File: src/rtl/st_instruction.sv
// Store-instruction sequencer: captures a store request, range-checks the
// address, drives a memory write until acknowledged or timed out, and reports
// done/err with a running count of successful stores.
module st_instruction #(
    parameter int unsigned       ADDR_W     = 19,
    parameter int unsigned       DATA_W     = 19,
    parameter logic [ADDR_W-1:0] ADDR_LIMIT = ADDR_W'(511),
    parameter int unsigned       TIMEOUT    = 16
) (
    input  logic              clk,
    input  logic              rst,
    input  logic              start,
    input  logic [ADDR_W-1:0] memory_addr,
    input  logic [DATA_W-1:0] r1,
    output logic              mem_we,
    output logic [ADDR_W-1:0] mem_addr,
    output logic [DATA_W-1:0] mem_wdata,
    input  logic              mem_ack,
    output logic              busy,
    output logic              done,
    output logic              err,
    output logic [15:0]       store_count
);

    localparam int unsigned      CNT_W    = (TIMEOUT > 1) ? $clog2(TIMEOUT) : 1;
    localparam logic [CNT_W-1:0] CNT_LAST = CNT_W'(TIMEOUT - 1);

    typedef enum logic [2:0] {
        ST_IDLE  = 3'd0,
        ST_CHECK = 3'd1,
        ST_WRITE = 3'd2,
        ST_DONE  = 3'd3,
        ST_ERR   = 3'd4
    } state_t;

    state_t            state;
    state_t            next_state;
    logic [CNT_W-1:0]  tcnt;
    logic [CNT_W-1:0]  tcnt_d;
    logic [ADDR_W-1:0] addr_d;
    logic [DATA_W-1:0] wdata_d;
    logic              we_d;
    logic              busy_d;
    logic              done_d;
    logic              err_d;
    logic [15:0]       count_d;

    // State register
    always_ff @(posedge clk) begin
        if (rst) begin
            state <= ST_IDLE;
        end else begin
            state <= next_state;
        end
    end

    // Next-state logic; ack wins over timeout in the same WRITE cycle
    always_comb begin
        next_state = state;
        case (state)
            ST_IDLE:  if (start) next_state = ST_CHECK;
            ST_CHECK: next_state = (mem_addr > ADDR_LIMIT) ? ST_ERR : ST_WRITE;
            ST_WRITE: begin
                if (mem_ack) begin
                    next_state = ST_DONE;
                end else if (tcnt == CNT_LAST) begin
                    next_state = ST_ERR;
                end
            end
            ST_DONE:  next_state = ST_IDLE;
            ST_ERR:   next_state = ST_IDLE;
            default:  next_state = ST_IDLE;
        endcase
    end

    // Output/datapath next values, decoded from the upcoming state so the
    // registered outputs line up with the state they describe
    always_comb begin
        addr_d  = mem_addr;
        wdata_d = mem_wdata;
        tcnt_d  = '0;
        count_d = store_count;
        we_d    = (next_state == ST_WRITE);
        busy_d  = (next_state != ST_IDLE);
        done_d  = (next_state == ST_DONE);
        err_d   = (next_state == ST_ERR);
        if (state == ST_IDLE && start) begin
            addr_d  = memory_addr;
            wdata_d = r1;
        end
        if (state == ST_WRITE && next_state == ST_WRITE) begin
            tcnt_d = tcnt + CNT_W'(1);
        end
        if (next_state == ST_DONE) begin
            count_d = store_count + 16'd1;
        end
    end

    // Registered outputs, captured operands and timeout counter
    always_ff @(posedge clk) begin
        if (rst) begin
            mem_we      <= 1'b0;
            mem_addr    <= '0;
            mem_wdata   <= '0;
            busy        <= 1'b0;
            done        <= 1'b0;
            err         <= 1'b0;
            store_count <= 16'd0;
            tcnt        <= '0;
        end else begin
            mem_we      <= we_d;
            mem_addr    <= addr_d;
            mem_wdata   <= wdata_d;
            busy        <= busy_d;
            done        <= done_d;
            err         <= err_d;
            store_count <= count_d;
            tcnt        <= tcnt_d;
        end
    end

endmodule

File: config.mk
export PLATFORM = sky130hd
export DESIGN_NAME = st_instruction
export DESIGN_NICKNAME = d
export VERILOG_FILES = /design/src/rtl/st_instruction.sv
export SDC_FILE = /design/constraint.sdc
export NUM_CORES = 1
export LEC_CHECK = 0
export CORE_UTILIZATION = 43
export DETAILED_ROUTE_END_ITERATION = 12
export MAX_ROUTING_LAYER = met4
export PLACE_DENSITY = 0.8
export SYNTH_ARGS = -nofsm -noshare
export SYNTH_HDL_FRONTEND = slang
export SYNTH_SLANG_ARGS = --single-unit
File: constraint.sdc
create_clock -name clk -period 1.9 [get_ports clk]
set_clock_uncertainty 0.05 [all_clocks]
set_input_delay 0.19 -clock clk [delete_from_list [all_inputs] [get_ports clk]]
set_output_delay 0.19 -clock clk [all_outputs]
set_load 0.01 [all_outputs]
==> run summary, run 1 <==
The flow ran to the end, and the final reports show no timing, DRC or antenna violations. The worst-case setup slack after placement came out at -67.11 ps. Setup violations remaining at the end of the flow were counted as 0. The floorplan row count is 27. The kind of cell adding the most delay to the critical path is simple AND/OR/NAND/NOR gates.

By area the synthesized netlist is led by dfxtp_1, nand2_1, a21oi_1. Count of final max-slew check failures: 0. The number of iterations in the first detailed-routing pass is 4. At the pin with the least slew margin, the transition time is 411.0 ps. After clock tree synthesis, the clock-pin slew on the worst setup and hold paths is 70 ps. The run gives 340 as the post-synth net total. TritonCTS built the clock tree. Buffer depth of the longest clock path: 2. The worst endpoint data arrival time was 1910 ps. The worst setup path is captured at a flop.

The tools report the worst ir drop on vdd as 595.4 uV. The sort of element at the start of the critical path is a flop. The minimum clock period was 1699 ps. For this run, design rule violations remaining after detail routing come to 0.

The mux share of post-synthesis cell area was 0.4075%; the horizontal die dimension was 77.58 um. The async set or reset register ratio after synthesis was 0%; the placed cell count was 463. The post-route netlist has 8.354% of its cells at a drive strength greater than 1.

The initial standard-cell utilization of the core was 44.60%; the quantity of gates resized following cts was 0. Summing the areas of all fa, ha and maj instances in the mapped netlist gives 1.019% of the synthesized area. Hold repair after CTS inserted 0 buffers. By area, the combinational part of the netlist is dominated by simple AND/OR/NAND/NOR gates. The tree is rooted in a clkbuf_8. The final-report hold violation count was 0; the average footprint of a synthesized cell was 8.298 um2. The logs give 3 for the deepest level of the CTS H-tree and 100 for the count of boundary I/O pins.

The die covers 6018 um2. For the final weighted congestion of routability-driven global placement, the log shows 0.8361. The signal on the critical path passes through nand4bb_4, or3_4, or4_1, a21oi_1. In the synthesized netlist, the cells that appear most often are nand2_1, dfxtp_1, a21oi_1.

The area growth from synthesis to layout is 55.53%. Counting flops with a built-in enable in the synthesized netlist gives 0. Global-route wire length before repair: 9936 um.

Port buffering added 99 buffers. For the total length of routed wires, the log shows 6185 um. After synthesis, flip-flops and latches occupy 52.98% of the total area. Setup repair after global routing left no endpoint under its margin. The gate count after technology mapping was 296. The most used flip-flop cell after synthesis is dfxtp_1. Across the run, the number of max-cap violations was 0. The synthesized netlist devotes 26.18% of its cell area to simple gates.

STA puts the critical path data required time at 2110 ps. The synthesized design contains 65 register bits. In the finished design, the share of the clock period the worst path needs comes to 89.42%. The tools report the fraction of met2 tracks used by global routing as 37.70%. Once layout is done, the placed cells without fillers occupy 3820 um2.

Area fraction in compound gates after synthesis: 11.67%. The post-layout instance count excluding filler cells was 479. Together, buffers and inverters on the worst path number 0. The post-synthesis instance area was 2456 um2. The met3 capacity usage during global routing is 4.000%.

Yosys printed 0 warnings. The number of buffers created by CTS is 9. Summing the areas of all xor and xnor instances in the mapped netlist gives 4.279% of the synthesized area. The critical path is of the flop to flop type.

Global routing used 23.99% of the available met1 tracks. The most frequent cell after synthesis was nand2_1. Detailed placement ended at an HPWL of 4280 um. The number of inserted diodes came out at 0. The run gives 588.6 MHz as the highest achievable clock rate. The remaining antenna violation count came out at 0. Summing all placed instances gives a cell area of 3577 um2. In this run the tightest slew margin relative to its limit is 71.89%. The most area-hungry cell type in the Yosys netlist was dfxtp_1. The post-synthesis cell type count is 29, and the total routing usage reported by global routing is 22.02%. The logs give 40 for the largest net degree at the start of global routing and 2225 for the via count of the first global-routing pass. The number of antenna violations at the first check in global routing is 0. Global routing's busiest layer: met2. The total via count after detailed routing came out at 2365. Clock latency on the worst-skew pair, taken at its later pin, is 330 ps. In this run the biggest area consumer among cell types represents 52.98% of the synthesized area. The filler cells instantiated in the layout total 433.

The power density normalized to cell area works out to 878.6 nW/um2. Dividing the detail-routed wire length by the instance count gives 12.91 um. The DRC violation total after the first TritonRoute iteration was 57; the final core utilization was 69.37%. Across all setup checks in the final design, the least slack found is 201.0 ps. The leakage power was 1.366 nW; the core area was 5507 um2.

The path class of the tightest hold or removal check is primary input to flop. CTS saw 65 sinks. Final global-route overflow total: 0. The net count of the finished layout is 446. The slowest stage of the critical path is the or3_4 cell.

Post-CTS timing repair inserted 0 buffers for setup. The detailed-route vias per instance is 4.937, and the overall die height is 77.58 um. The largest fanout on the critical path is 6, and the largest stage delay on the critical path is 420 ps.
==> cell type report <==
cell class,instances,area (um2),share of cell area (%)
Clock buffer,9,123.9,3.243
Inverter,4,15.01,0.3931
Timing Repair Buffer,112,1096,28.69
Multi-Input combinational cell,210,1075,28.14
Clock inverter,7,118.9,3.112
Sequential cell,65,1301,34.06
Tap cell,72,90.09,2.358
==> flip-flops by register name, summed over array words and instances, names as in the netlist <==
| signal | cells |
|---|---|
| store_count | 16 |
| mem_addr | 19 |
| mem_we | 1 |
| err | 1 |
| tcnt | 4 |
| done | 1 |
| state | 3 |
| busy | 1 |
| mem_wdata | 19 |
==> power by group <==
part           leakage, nW  switching [W]  internal (W)
registers            0.530      0.0000434       0.00143
clock network        0.115       0.000525      0.000871
logic                0.721       0.000219      0.000263
==> metal layers <==
layer	share of wire (%)	up-vias
met3	3.4	10
met4	1.9	0
met5	0	-
met1	43	1083
met2	52	63
li1	-	1209
==> worst register-to-register path, delay by kind of cell (launching register included) <==
kind,cells,cell delay (ps)
simple gates,3,1080
compound gates,1,140
flops,1,360
==> metrics by stage <==
stage / hold WS (ps) / total power [W] / setup TNS (ps)
floorplan: 276.0 / 0.001715 / 0
global placement: 379.2 / 0.001984 / -42.22
detailed placement: 397.4 / 0.001993 / -67.11
CTS: 180.5 / 0.003391 / 0
global route: 214.5 / 0.003506 / 0
finish: 188.1 / 0.003356 / 0
==> worst paths after layout <==
path	start	slack, ps	depth (start not counted)	end
setup / recovery	state[0]	200	4	store_count[15]
hold reg to reg	mem_wdata[4]	400	2	mem_wdata[4]
setup reg to reg	state[0]	200	4	store_count[15]
hold / removal	rst	190	3	tcnt[1]
==> placed cells by master (no fill, tap or decap), types with 2 or more instances in the layout <==
cell             count
ha_1                 2
xnor2_1              9
xor2_1               3
nor3_1               3
inv_1                4
clkinvlp_4           2
bufinv_16            3
clkbuf_8             9
nor2_1              19
clkdlybuf4s50_1     98
nand4_1              5
nand2_1             83
dfxtp_1             65
o21ai_0              4
or3_1                7
buf_4               12
a21oi_1             47
nand3_1              7
nor4_1               6
o211ai_1             2
==> cell families (layout without fill, tap and decap cells) <==
logic type	after synthesis	after routing
XOR/XNOR	12	12
adder cells (fa/ha/maj)	2	2
buffers and inverters	21	132
AO/OA/AOI/OAI	55	55
AND/OR/NAND/NOR	140	140
flip-flops	65	65
multiplexers	1	1
No activity file was read; power rests on OpenSTA's default activity.
==> run 2: changes to the inputs <==
--- a/config.mk
+++ b/config.mk
@@ -6,8 +6,11 @@
 export NUM_CORES = 1
 export LEC_CHECK = 0
-export CORE_UTILIZATION = 43
+export ABC_AREA = 1
+export CELL_PAD_IN_SITES_DETAIL_PLACEMENT = 0
+export CELL_PAD_IN_SITES_GLOBAL_PLACEMENT = 1
+export CORE_UTILIZATION = 31
 export DETAILED_ROUTE_END_ITERATION = 12
 export MAX_ROUTING_LAYER = met4
-export PLACE_DENSITY = 0.8
+export PLACE_DENSITY_LB_ADDON = 0.1
 export SYNTH_ARGS = -nofsm -noshare
 export SYNTH_HDL_FRONTEND = slang
==> constraint.sdc (replaced) <==
create_clock -name clk -period 1.9 [get_ports clk]
set_clock_uncertainty 0.05 [all_clocks]
set_input_delay 0.38 -clock clk [delete_from_list [all_inputs] [get_ports clk]]
set_output_delay 0.38 -clock clk [all_outputs]
set_load 0.01 [all_outputs]
==> run 2 against run 1 <==
  * Total power down 7.6%
  * Count of clock-buffer cells in the layout up 4
  * Critical path depth down 3
  * Via count up 1.8%
  * Clock power down 25%
  * Die area up 49%
  * Highest routed layer unchanged
==> run summary, run 2 <==
Global routing finished with a remaining overflow of 0. The library cell contributing the largest single delay on the critical path is clkdlybuf4s50_1. The floorplan step defined a die boundary enclosing 8967 um2. The power density normalized to cell area works out to 783.9 nW/um2. The final layout contains routed wiring with a total length of 6474 um. Summed over all nets, the half-perimeter wirelength after detailed placement is 4474 um. The routed layout has 2407 vias.

The run gives 0 as the number of antenna violations at the first check in global routing. Leaving out fill and tap cells, the most frequent cell in the layout is clkdlybuf4s50_1. The overall die height is 94.70 um.

The async set or reset register ratio after synthesis is 0%. The most area-hungry cell type in the Yosys netlist is dfxtp_1. For the number of iterations in the first detailed-routing pass, the log shows 4. The average wire per cell in the routed design came out at 11.79 um. The analysis attributes to cell leakage a power of 1.574 nW.

The number of setup buffers added after CTS is 0. The tools report the via count of the first global-routing pass as 2288. For the final-report hold violation count, the log shows 0. Among all flip-flop cells after synthesis, the most frequent one is dfxtp_1. After clock tree synthesis, the clock-pin slew on the worst setup and hold paths is 70 ps. The quantity of gates resized following cts came out at 0.

Of the available clock period, the critical path in the final layout requires 91.62%. The number of buffers created by CTS is 9. The largest registers in the layout are mem_addr: 19 flops, mem_wdata: 19 flops, store_count: 16 flops. The run finished with clean final reports. The core region is 8258 um2. The count of buffers from port buffering works out to 99.

The path class of the tightest hold or removal check is flop to flop. Buffer depth of the longest clock path: 2. The number of register bits inferred by synthesis was 65.

For this block, the initial DRC count from the detailed router was 56. The worst ir drop on vdd was 320.8 uV. The largest fanout on the critical path works out to 5.

The remaining antenna violation count is 0, and the average footprint of a synthesized cell is 7.904 um2. Sequential cells were found to cover 48.85% of the synthesized design area. The number of endpoints failing setup at the final stage is 0.

In this run, distinct cell masters in the synthesized netlist total 30. At the end of routability-driven placement, the weighted congestion stood at 0.7845. The area growth from synthesis to layout is 48.52%. Across the run, the number of max-cap violations was 0. After filler insertion, the fill cell instance count of the layout stands at 836.

After detailed routing, the number of remaining DRC violations is 0. The run gives 47.91% as the final core utilization. The root buffer cell chosen for the clock tree is clkbuf_8. The number of hold-repair buffers added at the cts stage is 0. The placed cell count is 533, and the final-stage net count is 483. TritonCTS built the clock tree. Summed over all failing endpoints, the final setup total negative slack is 0 ps. Setup repair after global routing left no endpoint under its margin. Count of final max-slew check failures: 0. The initial standard-cell utilization of the core is 32.26%, and the number of synthesis warnings is 0. The clock tree synthesis step divided the H-tree into 3 levels.

The post-synthesis instance area is 2664 um2, and the minimum clock period is 1741 ps. The horizontal die dimension is 94.70 um. Excluding fillers, the count of instances in the completed layout stands at 549. The kind of end point of the critical path is a primary output. The kind of cell adding the most delay to the critical path is buffers and inverters. In the synthesized netlist, the number of instances is 337. The number of inserted diodes was 0. By instance count, the leading cell after synthesis is nor2_1. The tools report the total routing usage reported by global routing as 15.87%. On the worst path, the slowest cell contributes a delay of 570 ps. The logs give 52 for the largest net degree at the start of global routing and 84.50% for the headroom to the max-slew limit. Dividing the detail-routed via count by the number of cells gives 4.384. The worst setup path is launched from a flop.

The worst path buffer plus inverter count is 1, and the standard cell area after detailed placement is 3782 um2. In the layout the commonest cells are clkdlybuf4s50_1, nor2_1, dfxtp_1, o21ai_0, nand2_1. Walking the worst path, the cells encountered are clkdlybuf4s50_1. The area of all placed cells without fillers came out at 3956 um2. The top cell type by area accounts for 48.85% of the synthesized area. The tools report the setup slack of the worst register-to-register path as 430 ps. STA puts the critical path data required time at 1470 ps. Data arrives at the worst endpoint at 1310 ps. Of the cells placed in the final design, the portion with a size suffix greater than 1 is 11.49%.

Counting instances in the post-synthesis netlist gives the leading cell types as nor2_1, dfxtp_1, o21ai_0. The global-route wire length before repair is 10520 um, and the number of synthesized flops with an enable pin is 0. The clock reaches the later pin of the worst-skew pair after 330 ps. The transition at the pin with the smallest max-transition slack was 230.7 ps; the floorplan row count was 33. The run gives 381 as the post-synth net total.

Critical path class: flop to primary output. The highest achievable clock rate is 574.5 MHz, and the TritonCTS sink count is 65. In the post-synthesis netlist, the biggest area contributors are dfxtp_1, nor2_1, o21ai_0. The count of boundary I/O pins came out at 100.
-- run 2: cell count changes in the layout (fill, tap and decap cells not counted), moves of 8 or more --
| cell | change |
|---|---|
| xnor2_1 | -8 |
| a21oi_1 | -29 |
| nor2_2 | +8 |
| buf_4 | -9 |
| o21ai_0 | +37 |
| nand2_1 | -49 |
| inv_1 | +21 |
| nor2_1 | +64 |
-- run 2: cell families (layout without fill, tap and decap cells) --
group | after synthesis | after routing | synth area share, %
buf+inv | 46 | 153 | 7.938
simple gates | 161 | 161 | 29.69
fa+ha+maj | 2 | 2 | 0.9393
xor+xnor | 2 | 2 | 0.6577
flops | 65 | 65 | 48.85
compound gates | 61 | 61 | 11.93
-- run 2: cell type report --
type,count,area (um2),area share [%]
flip-flops and latches,65,1301,32.89
multi-input cells,226,1151,29.10
inverters,32,125.1,3.163
clock inverters,3,15.01,0.3795
clock buffers,13,158.9,4.016
repair buffers,105,1074,27.13
well taps,105,131.4,3.321
-- run 2: per-stage QoR --
step / total power (W) / worst slack [ps] / hold slack, ps
detailed placement: 0.002093 / 69.66 / 412.6
global route: 0.003286 / 91.21 / 450.6
CTS: 0.003163 / 133.3 / 422.4
global placement: 0.002089 / 95.14 / 387.2
floorplan: 0.001776 / 517.2 / 377.6
finish: 0.003101 / 159.2 / 420.5
-- run 2: worst paths after layout --
check / startpoint / to / cells past startpoint
max: store_count[11] / store_count[11] / 1
min reg2reg: mem_addr[18] / mem_addr[18] / 2
max reg2reg: store_count[1] / store_count[10] / 8
min: mem_addr[18] / mem_addr[18] / 2
-- run 2: power breakdown --
group / switching (W) / internal [W]
Combinational: 0.000251 / 0.000305
Clock: 0.000509 / 0.000540
Sequential: 0.0000449 / 0.00145
-- run 2: metal layers --
layer	share of wire, %	routed length (um)	track usage [%]	up-vias
li1	-	-	-	1287
met1	48	3116	19.05	1041
met2	44	2834	24.94	69
met3	6.8	438	4.750	10
met4	1.3	85	6.061	0
met5	0	0	-	-
-- run 2: worst register-to-register path, delay by kind of cell (launching register included) --
| family | cells | cell delay, ps |
|---|---|---|
| buffers and inverters | 1 | 100 |
| flip-flops | 1 | 400 |
| AND/OR/NAND/NOR | 5 | 450 |
| AO/OA/AOI/OAI | 1 | 150 |
| adder cells (fa/ha/maj) | 1 | 210 |
